$ cat config.mk
export PLATFORM = sky130hd
export DESIGN_NAME = exe_mem_pipe_reg
export DESIGN_NICKNAME = d
export VERILOG_FILES = /design/src/rtl/exe_mem_pipe_reg.sv
export SDC_FILE = /design/constraint.sdc
export NUM_CORES = 1
export LEC_CHECK = 0
export CAP_MARGIN = 20
export CORE_MARGIN = 2
export CORE_UTILIZATION = 30
export DETAILED_ROUTE_END_ITERATION = 7
export SLEW_MARGIN = 20
export SYNTH_ARGS = -nofsm -noshare
export SYNTH_HDL_FRONTEND = slang
export SYNTH_SLANG_ARGS = --single-unit
$ cat constraint.sdc
create_clock -name clk -period 1.9 [get_ports clk]
set_clock_uncertainty 0.2 [all_clocks]
set_input_delay 0.57 -clock clk [delete_from_list [all_inputs] [get_ports clk]]
set_output_delay 0.57 -clock clk [all_outputs]
set_load 0.01 [all_outputs]
$ cat src/rtl/exe_mem_pipe_reg.sv
// EXE->MEM pipeline register with valid/ready handshake, flush and optional
// 2-entry skid buffer (SKID=1) that keeps out_ready off the in_ready path.
module exe_mem_pipe_reg #(
  parameter int unsigned DATA_W = 32,
  parameter int unsigned DEST_W = 5,
  parameter int unsigned SKID   = 1
) (
  input  logic              clk,
  input  logic              rst,
  input  logic              flush,
  input  logic              in_valid,
  output logic              in_ready,
  input  logic [DATA_W-1:0] in_pc,
  input  logic [DATA_W-1:0] in_alu_result,
  input  logic [DATA_W-1:0] in_st_val,
  input  logic [DEST_W-1:0] in_dest,
  input  logic              in_wb_en,
  input  logic              in_mem_r_en,
  input  logic              in_mem_w_en,
  output logic              out_valid,
  input  logic              out_ready,
  output logic [DATA_W-1:0] out_pc,
  output logic [DATA_W-1:0] out_alu_result,
  output logic [DATA_W-1:0] out_st_val,
  output logic [DEST_W-1:0] out_dest,
  output logic              out_wb_en,
  output logic              out_mem_r_en,
  output logic              out_mem_w_en,
  output logic [1:0]        occupancy
);

  typedef struct packed {
    logic [DATA_W-1:0] pc;
    logic [DATA_W-1:0] alu_result;
    logic [DATA_W-1:0] st_val;
    logic [DEST_W-1:0] dest;
    logic              wb_en;
    logic              mem_r_en;
    logic              mem_w_en;
  } entry_t;

  typedef enum logic [1:0] {
    EMPTY = 2'd0,
    ONE   = 2'd1,
    FULL  = 2'd2
  } state_t;

  state_t state_q, state_d;
  entry_t h_q, h_d;
  entry_t s_q, s_d;
  entry_t in_e;
  logic   accept;
  logic   pop;

  function automatic entry_t clr_ctl(input entry_t e);
    entry_t r;
    r          = e;
    r.wb_en    = 1'b0;
    r.mem_r_en = 1'b0;
    r.mem_w_en = 1'b0;
    return r;
  endfunction

  assign out_valid = (state_q != EMPTY);

  // SKID=1 derives in_ready only from the state register, never from out_ready
  always_comb begin
    if (SKID != 0) in_ready = ~flush & (state_q != FULL);
    else           in_ready = ~flush & (out_ready | ~out_valid);
  end

  always_comb begin
    in_e    = '{in_pc, in_alu_result, in_st_val, in_dest,
                in_wb_en, in_mem_r_en, in_mem_w_en};
    accept  = in_valid & in_ready;
    pop     = out_valid & out_ready;
    state_d = state_q;
    h_d     = h_q;
    s_d     = s_q;
    if (flush) begin
      state_d = EMPTY;
      h_d     = clr_ctl(h_q);
      s_d     = clr_ctl(s_q);
    end else begin
      unique case (state_q)
        EMPTY: begin
          if (accept) begin
            state_d = ONE;
            h_d     = in_e;
          end
        end
        ONE: begin
          if (accept && pop) begin
            h_d = in_e;
          end else if (accept && (SKID != 0)) begin
            state_d = FULL;
            s_d     = in_e;
          end else if (pop) begin
            state_d = EMPTY;
          end
        end
        FULL: begin
          if (pop) begin
            state_d = ONE;
            h_d     = s_q;
          end
        end
        default: state_d = EMPTY;
      endcase
    end
  end

  always_ff @(posedge clk) begin
    if (rst) begin
      state_q <= EMPTY;
      h_q     <= '0;
      s_q     <= '0;
    end else begin
      state_q <= state_d;
      h_q     <= h_d;
      s_q     <= s_d;
    end
  end

  always_comb begin
    unique case (state_q)
      ONE:     occupancy = 2'd1;
      FULL:    occupancy = 2'd2;
      default: occupancy = 2'd0;
    endcase
  end

  assign out_pc         = h_q.pc;
  assign out_alu_result = h_q.alu_result;
  assign out_st_val     = h_q.st_val;
  assign out_dest       = h_q.dest;
  assign out_wb_en      = out_valid & h_q.wb_en;
  assign out_mem_r_en   = out_valid & h_q.mem_r_en;
  assign out_mem_w_en   = out_valid & h_q.mem_w_en;

endmodule

# After elaboration in Yosys (flattened, before gate mapping)
# Cells that the tools add are included.
# totals
ff_bits	210
in_bits	109
output_inout_bits	108
word_cells	52
# classes
n_eq_ne	8
mux	11
bitwise_logic	8
reduce_logical	10
# ops
operator	count
$mux 104	3
$pmux 104 s3	1
$reduce_and 4->1	3
$mux 2	5
$ne 2x2->1 const B	5
$and 1x1->1	6
$pmux 2 s3	1
$reduce_and 5->1	1
$pmux 2 s2	1
$ne 3x3->1 const B	1
$reduce_and 3->1	1
$reduce_bool 3->1	1
$eq 2x1->1 const B	1
$eq 2x2->1 const B	1
$logic_not 2->1	1
$not 1->1	2
$reduce_bool 2->1	1
$reduce_or 2->1	1
$logic_and 1x1->1	1

# Logic depth before layout (Yosys ltp)
# Gate-level depths: netlist (run 1).
# depth
ltp_word	6
ltp_mapped	8
mapped_depth_nobuf	5

# Worst setup path before layout (run 1)
# OpenSTA, ideal clock, no wires.
# synth_timing
path_type	input to output
start	in flush
end	out in_ready
arrival_ps	1244
required_ps	1130
path_slack_ps	-114
path_stages	4
path_buffers	3
path_cell_list	buf_2 buf_2 clkbuf_1 nor2_1
# synth_between
elab_chain_cells	2
# synth_lines
element	line	rtl
start: declaration	10	input logic flush,
$not 1->1 (no source line)	--	
$and 1x1->1	68	if (SKID != 0) in_ready = ~flush & (state_q != FULL);
end: declaration	12	output logic in_ready,
# Every way passes these cells.

# Worst setup path in the final report (run 1)
# layout_timing
start	reg state_q[0]
end	out out_wb_en
# layout_between
elab_chain_cells	2
# layout_lines
element	line	rtl
start: declaration	48	state_t state_q, state_d;
start signal: assignment	119	state_q <= state_d;
$reduce_bool 2->1	64	assign out_valid = (state_q != EMPTY);
$and 1x1->1	137	assign out_wb_en = out_valid & h_q.wb_en;
end: declaration	26	output logic out_wb_en,
# Every way passes these cells.

==> results.rst, run 1 <==
.. list-table::
   :header-rows: 1

   * - Metric
     - Value
   * - Outcome
     - finished with violations
   * - Failing checks
     - setup timing
   * - Share of the synthesized area in the top cell type
     - 0.3939
   * - Chip width
     - around 190 µm
   * - Number of warnings issued by yosys
     - 0
   * - Setup repair after global routing missed its margin
     - yes
   * - Post-layout util
     - 0.4706
   * - Later-pin clock latency in the skew report
     - about 0.52 ns
   * - Arrival time worst endpoint
     - 1.31 ns
   * - Via count of the routed design
     - ~9000
   * - Clock slew at the register clock pins of the worst setup and hold paths
     - 0.06 ns
   * - Design area
     - between 15000 and 20000 µm²
   * - Final GP Congestion
     - 0.7606
   * - Global-route wire length before repair
     - approximately 46000 µm
   * - Critical R2R Launch
     - state_q[1]
   * - Count of hold-fix buffers inserted at cts
     - 0
   * - Num CTS Buffers
     - 25
   * - Most frequently used cell type in the post-synthesis netlist
     - sky130_fd_sc_hd__nand2_1
   * - Number of synthesized flops with an enable pin
     - 0
   * - Nature of the critical path startpoint
     - flip-flop
   * - Core Box Area
     - 35310 µm²
   * - Register area share after synthesis
     - 0.3939
   * - Deepest level of the CTS H-tree
     - 1
   * - Post-synthesis cell type count
     - 24
   * - Initial Utilization
     - 0.3023
   * - Least setup slack across all paths after layout
     - -0.1843 ns
   * - Initial antenna violation count
     - 0
   * - Type of the worst min-delay path
     - input pin to flip-flop
   * - Cell Pwr Density
     - approximately 670 nW/µm²
   * - GRT Resource Usage Total
     - 0.1555
   * - Leakage dissipation
     - about 7.3 nW
   * - Root Driver
     - sky130_fd_sc_hd__clkbuf_16
   * - Worst-path maximum fanout
     - 4
   * - Iter 0 DRT Violations
     - between 300 and 400
   * - Number of top-level design ports
     - about 220
   * - TritonCTS clock tree
     - done
   * - Worst Tran Pin Value
     - 0.9147 ns
   * - Total wirelength of the detailed-routed design
     - roughly 35000 µm
   * - Xor and xnor area share after synthesis
     - 0
   * - Average via count per standard cell
     - approximately 5
   * - Cell type contributing the most total cell area after synthesis
     - sky130_fd_sc_hd__dfxtp_1
   * - Worst Path Required
     - roughly 1.1 ns
   * - Syn nets
     - 1287
   * - Cells after Synth
     - roughly 1200
   * - Peak supply drop
     - approximately 0.6 mV
   * - Crit path from
     - state_q[0]
   * - Share of cell area taken by muxes after synthesis
     - 0.09754
   * - Combinational family with the most area after synthesis
     - compound AO/OA/AOI/OAI gates
   * - Post-synthesis register bit count
     - 210
   * - DR WL/cell
     - 19.31 µm
   * - Ranking of synthesized cells by area
     - sky130_fd_sc_hd__dfxtp_1, sky130_fd_sc_hd__o41ai_2, sky130_fd_sc_hd__mux2i_1
   * - Number of buffers inserted by port buffering
     - ~220
   * - Type of destination of the critical path
     - output port
   * - CTS max path bufs
     - 3
   * - Half-perimeter wire length of the detailed placement result
     - 18480 µm
   * - Clk sink count
     - 210
   * - Syn-to-layout area delta
     - 55.71%
   * - Number of DRC violations after detailed routing
     - 0
   * - Top flip-flop cell by instance count after synthesis
     - sky130_fd_sc_hd__dfxtp_1
   * - Largest net degree at the start of global routing
     - 75
   * - Adder-cell share of the synthesized area
     - 0
   * - Number of nets still failing antenna checks after routing
     - 0
   * - Ordered cell list for the critical path
     - nor2_4 > buf_4 > nor2b_1 > buf_2
   * - Area of placed instances
     - approximately 13000 µm²
   * - Mean instance size in the synthesized netlist
     - 9.060 µm²
   * - Final critical delay including setup and external delays
     - 2.084 ns
   * - Hold slack final
     - around 0.25 ns
   * - Hold path startpoint
     - rst
   * - Relative slew slack
     - 0.3902
   * - Fraction of the mapped netlist area in compound gates
     - 0.2403
   * - Area of the die
     - 37100 µm²
   * - Final Hold Violating Endpoints
     - 0
   * - Final Power
     - roughly 11 mW
   * - Post-placement worst setup slack
     - -0.5928 ns
   * - Setup Crit Path Kind
     - flip-flop to output port
   * - Vert. Die Dim
     - 192.6 µm
   * - Peak Freq
     - ~480 MHz
   * - Library cell contributing the largest single delay on the critical path
     - sky130_fd_sc_hd__dfxtp_4
   * - Total count of max-transition violations in the final report
     - 0
   * - Netlist area before placement
     - roughly 11000 µm²
   * - Top Family by Delay on Critical Path
     - flip-flops
   * - Critical path's largest stage delay
     - 0.36 ns
   * - Most used standard cells in the synthesized netlist
     - sky130_fd_sc_hd__nand2_1, sky130_fd_sc_hd__dfxtp_1, sky130_fd_sc_hd__buf_4, sky130_fd_sc_hd__a21oi_1, sky130_fd_sc_hd__nor2b_1
   * - Async S/R FF share, synth
     - 0
   * - Number of optimization iterations in the first detailed-route pass
     - 4
   * - Global route overflow
     - 0
   * - FP Rows
     - a little under 70
   * - Vias in the first global route
     - between 8000 and 9000
   * - Max capacitance violation total
     - 0
   * - Final worst path period share
     - 1.097
   * - Final Net Count
     - 1425
   * - Final setup violation count
     - between 150 and 200
   * - Ratio of cells with drive above 1 in the final layout
     - 0.4707
   * - Buf/Inv on CP
     - 2
   * - Simple-gate share of the synthesized area
     - 0.1441
==> flip-flops by register name, summed over array words and instances, names as in the netlist <==
register	flops
out_alu_result	32
h_q	3
state_q	2
out_dest	5
s_q	104
out_pc	32
out_st_val	32
==> area by class of cell <==
class	count	area, µm²
diodes	1	2.502
clock inverters	5	25.02
repair buffers	326	3835
clock buffers	36	726.9
inverters	3	13.76
multi-input cells	750	7201
fillers	3170	18690
flip-flops and latches	210	4238
well taps	461	576.8
==> power breakdown <==
part	leakage [nW]	internal, mW	switching (mW)
Clock	0.377	2.62	1.88
Sequential	1.71	4.54	0.0743
Combinational	5.20	0.926	1.04
==> stage by stage <==
step | TNS [ns] | instances
after floorplan | 0 | 1178
after global placement | -92.53 | 1707
after detailed placement | -99.08 | 1707
after CTS | -4.965 | 1765
after global routing | -20.50 | 1791
final | -6.087 | 1792
==> worst paths after layout <==
check | end | slack, ns | depth (start not counted)
min | s_q[7] | 0.25 | 2
max | out_wb_en | -0.18 | 4
min reg2reg | s_q[49] | 0.25 | 2
max reg2reg | out_alu_result[0] | -0.15 | 10
==> layer usage <==
metal / vias up / part of all wire / track usage
met3: 64 / 0.039 / 0.02419
li1: 4313 / - / -
met1: 4463 / 0.43 / 0.1974
met2: 181 / 0.50 / 0.2674
met4: 0 / 0.031 / 0.05255
met5: - / 0 / 0
==> cells by family after synthesis <==
group	Yosys count
AND/OR/NAND/NOR	332
AO/OA/AOI/OAI	314
buffers and inverters	218
flip-flops	210
multiplexers	104
==> layout by cell type, fill, tap and decap left out, drive strengths merged <==
master and instances:
nand2 211, dfxtp 210, buf 118, clkdlybuf4s50 106, nor2b 106, a21oi 106
mux2i 104, o21ai 102, o41ai 101, clkbuf 97, clkdlybuf4s15 40, nor2 9
clkinv 5, a211oi 3, nand2b 3, inv 3, diode 1, a2bb2oi 1
or2 1, nor3 1, nor3b 1, a22o 1, dlygate4sd2 1
==> repair_timing <==
action                     CTS  global route
pin swaps                   39           182
setup endpoints to repair  127           262
resized for setup          445           491
cloned                      10            20
buffers inserted            13             8
(Power assumes the default switching activity.)
==> run 2: changes to the inputs <==
--- a/config.mk
+++ b/config.mk
@@ -6,7 +6,7 @@
 export NUM_CORES = 1
 export LEC_CHECK = 0
 export CAP_MARGIN = 20
-export CORE_MARGIN = 2
+export CORE_MARGIN = 3
 export CORE_UTILIZATION = 30
 export DETAILED_ROUTE_END_ITERATION = 7
 export SLEW_MARGIN = 20
==> run 2 against run 1 <==
The flow still finishes with violations (setup timing). Clock power increased by 2%. Hold slack got worse by 0.0027 ns. Global-route usage decreased by 0.81 points. Non-clock buffer count increased by 6. Final cell count about the same. Setup slack got worse by 0.041 ns. Sequential share of layout area increased by 1.5 points.
==> results.rst, run 2 (synthesis gave the netlist of run 1 again) <==
.. list-table::
   :header-rows: 1

   * - Metric
     - Value
   * - Number of optimization iterations in the first detailed-route pass
     - 4
   * - Initial Utilization
     - 0.3067
   * - Syn-to-layout area delta
     - 47.50%
   * - Relative contribution of sequential cells to total power
     - 0.417
   * - Final cell count without fillers
     - 1793
   * - Deepest level of the CTS H-tree
     - 1
   * - Ordered cell list for the critical path
     - buf_6 > nand2b_4 > inv_6 > buf_12 > buf_6
   * - Total count of max-transition violations in the final report
     - 0
   * - CTS max path bufs
     - 3
   * - Number of DRC violations after detailed routing
     - 0
   * - Failing checks
     - setup timing
   * - FP Rows
     - between 60 and 70
   * - Final GP Congestion
     - roughly 0.73
   * - Worst-path maximum fanout
     - 3
   * - Clk sink count
     - between 200 and 250
   * - Outcome
     - finished with violations
   * - Top Family by Delay on Critical Path
     - buffers and inverters
   * - Core Box Area
     - ~35000 µm²
   * - Most common library cell in the layout ignoring fill and taps
     - sky130_fd_sc_hd__nand2_1
   * - Number of nets still failing antenna checks after routing
     - 0
   * - Worst Path Required
     - ~1.1 ns
   * - Type of destination of the critical path
     - output port
   * - Half-perimeter wire length of the detailed placement result
     - 18980 µm
   * - Worst Tran Pin Value
     - between 0.5 and 0.6 ns
   * - Setup Crit Path Kind
     - flip-flop to output port
   * - Post-placement worst setup slack
     - -0.5736 ns
   * - Total wirelength of the detailed-routed design
     - ~35000 µm
   * - Library cell contributing the largest single delay on the critical path
     - sky130_fd_sc_hd__dfxtp_4
   * - Root Driver
     - sky130_fd_sc_hd__clkbuf_16
   * - Final worst path period share
     - 1.118
   * - Most frequent CP cell
     - sky130_fd_sc_hd__buf_6
   * - Switching share of power
     - 0.2648
   * - Peak supply drop
     - about 0.6 mV
   * - Worst-case register-to-register setup slack
     - -0.14 ns
   * - Least setup slack across all paths after layout
     - -0.2249 ns
   * - Vias in the first global route
     - between 8000 and 9000
   * - Internal power
     - between 8 and 9 mW
   * - Final setup violation count
     - 86
   * - GRT Resource Usage Total
     - 0.1474
   * - Max reg flops
     - ~100
   * - Total instance count after detailed placement
     - 1702
   * - Largest net degree at the start of global routing
     - 63
   * - Average via count per standard cell
     - between 5 and 6
   * - Ratio of cells with drive above 1 in the final layout
     - 0.3871
   * - Final Net Count
     - around 1400
   * - Number of top-level design ports
     - about 220
   * - Chip width
     - just under 200 µm
   * - Final critical delay including setup and external delays
     - roughly 2.1 ns
   * - Global route overflow
     - 0
   * - Global-route wire length before repair
     - 46350 µm
   * - Type of the worst min-delay path
     - input pin to flip-flop
   * - Register name with the most flops
     - s_q
   * - Most used cells in the layout excluding fill and tap cells
     - sky130_fd_sc_hd__nand2_1, sky130_fd_sc_hd__dfxtp_1, sky130_fd_sc_hd__clkdlybuf4s50_1
   * - Post-layout util
     - 0.4524
   * - Final Power
     - 11.06 mW
   * - Setup repair after global routing missed its margin
     - yes
   * - TritonCTS clock tree
     - done
   * - Via count of the routed design
     - between 8000 and 9000
   * - Cell Pwr Density
     - about 700 nW/µm²
   * - Initial antenna violation count
     - 1
   * - Count of hold-fix buffers inserted at cts
     - 0
   * - Area of the die
     - around 38000 µm²
   * - Later-pin clock latency in the skew report
     - approximately 0.52 ns
   * - Leakage dissipation
     - around 6.8 nW
   * - Num CTS Buffers
     - 25
   * - Max capacitance violation total
     - 0
   * - Number of buffers inserted by port buffering
     - ~220
   * - Final Hold Violating Endpoints
     - 0
   * - Switching power
     - a little under 3 mW
   * - DR WL/cell
     - between 15 and 20 µm
   * - Buf/Inv on CP
     - 4
   * - Iter 0 DRT Violations
     - roughly 480
   * - Vert. Die Dim
     - about 190 µm
   * - Relative slew slack
     - 0.6386
   * - Final sum of negative setup slack
     - -5.593 ns
   * - Nature of the critical path startpoint
     - flip-flop
   * - Critical path's largest stage delay
     - ~0.36 ns
   * - Gate power share
     - 0.168
   * - Clock slew at the register clock pins of the worst setup and hold paths
     - 0.06 ns
   * - Design area
     - roughly 16000 µm²
   * - Hold slack final
     - approximately 0.25 ns
   * - Area of placed instances
     - around 13000 µm²
   * - Relative contribution of the clock network to total power
     - 0.415
   * - Arrival time worst endpoint
     - between 1 and 1.5 ns
   * - Peak Freq
     - 470.6 MHz
   * - N_diodes
     - 0
## run 2: worst register-to-register path, delay by kind of cell (launching register included)
kind            cells  cell delay [ns]
simple gates        1             0.06
buf+inv             8             0.96
flops               1             0.37
compound gates      3             0.32
## run 2: timing repair
item,4_1_cts,5_1_grt
resized for setup,342,405
buffers inserted,0,14
cloned,2,33
hold endpoints to repair,0,0
setup endpoints to repair,135,263
pin swaps,0,91
## run 2: path summary, 6_finish.rpt
kind                   to  cells after the start        from
min reg2reg       s_q[17]                      2     s_q[17]
max          occupancy[1]                      5  state_q[1]
max reg2reg    out_pc[28]                     12  state_q[1]
min               s_q[96]                      2         rst
## run 2: power groups by stage
stage	sequential (mW)	combinational [mW]	clock (mW)
4_1_cts	4.61	1.38	4.71
3_3_place_gp	4.70	1.39	0
2_1_floorplan	4.67	0.809	0
5_1_grt	4.63	1.97	4.88
6_report	4.61	1.86	4.59
3_5_place_dp	4.70	1.41	0
## run 2: per-layer routing
layer	vias up	share of wire	track usage
li1	4322	-	-
met1	4414	0.42	0.1859
met2	199	0.51	0.2569
met3	62	0.046	0.02669
met4	2	0.031	0.04415
met5	-	0.00031	0
## run 2: layout make-up
cell class | count | area [µm²]
Clock buffer | 39 | 748.2
Clock inverter | 4 | 26.28
Fill cell | 3230 | 19060
Inverter | 3 | 16.27
Multi-Input combinational cell | 750 | 6335
Sequential cell | 210 | 4244
Tap cell | 455 | 569.3
Timing Repair Buffer | 332 | 3804
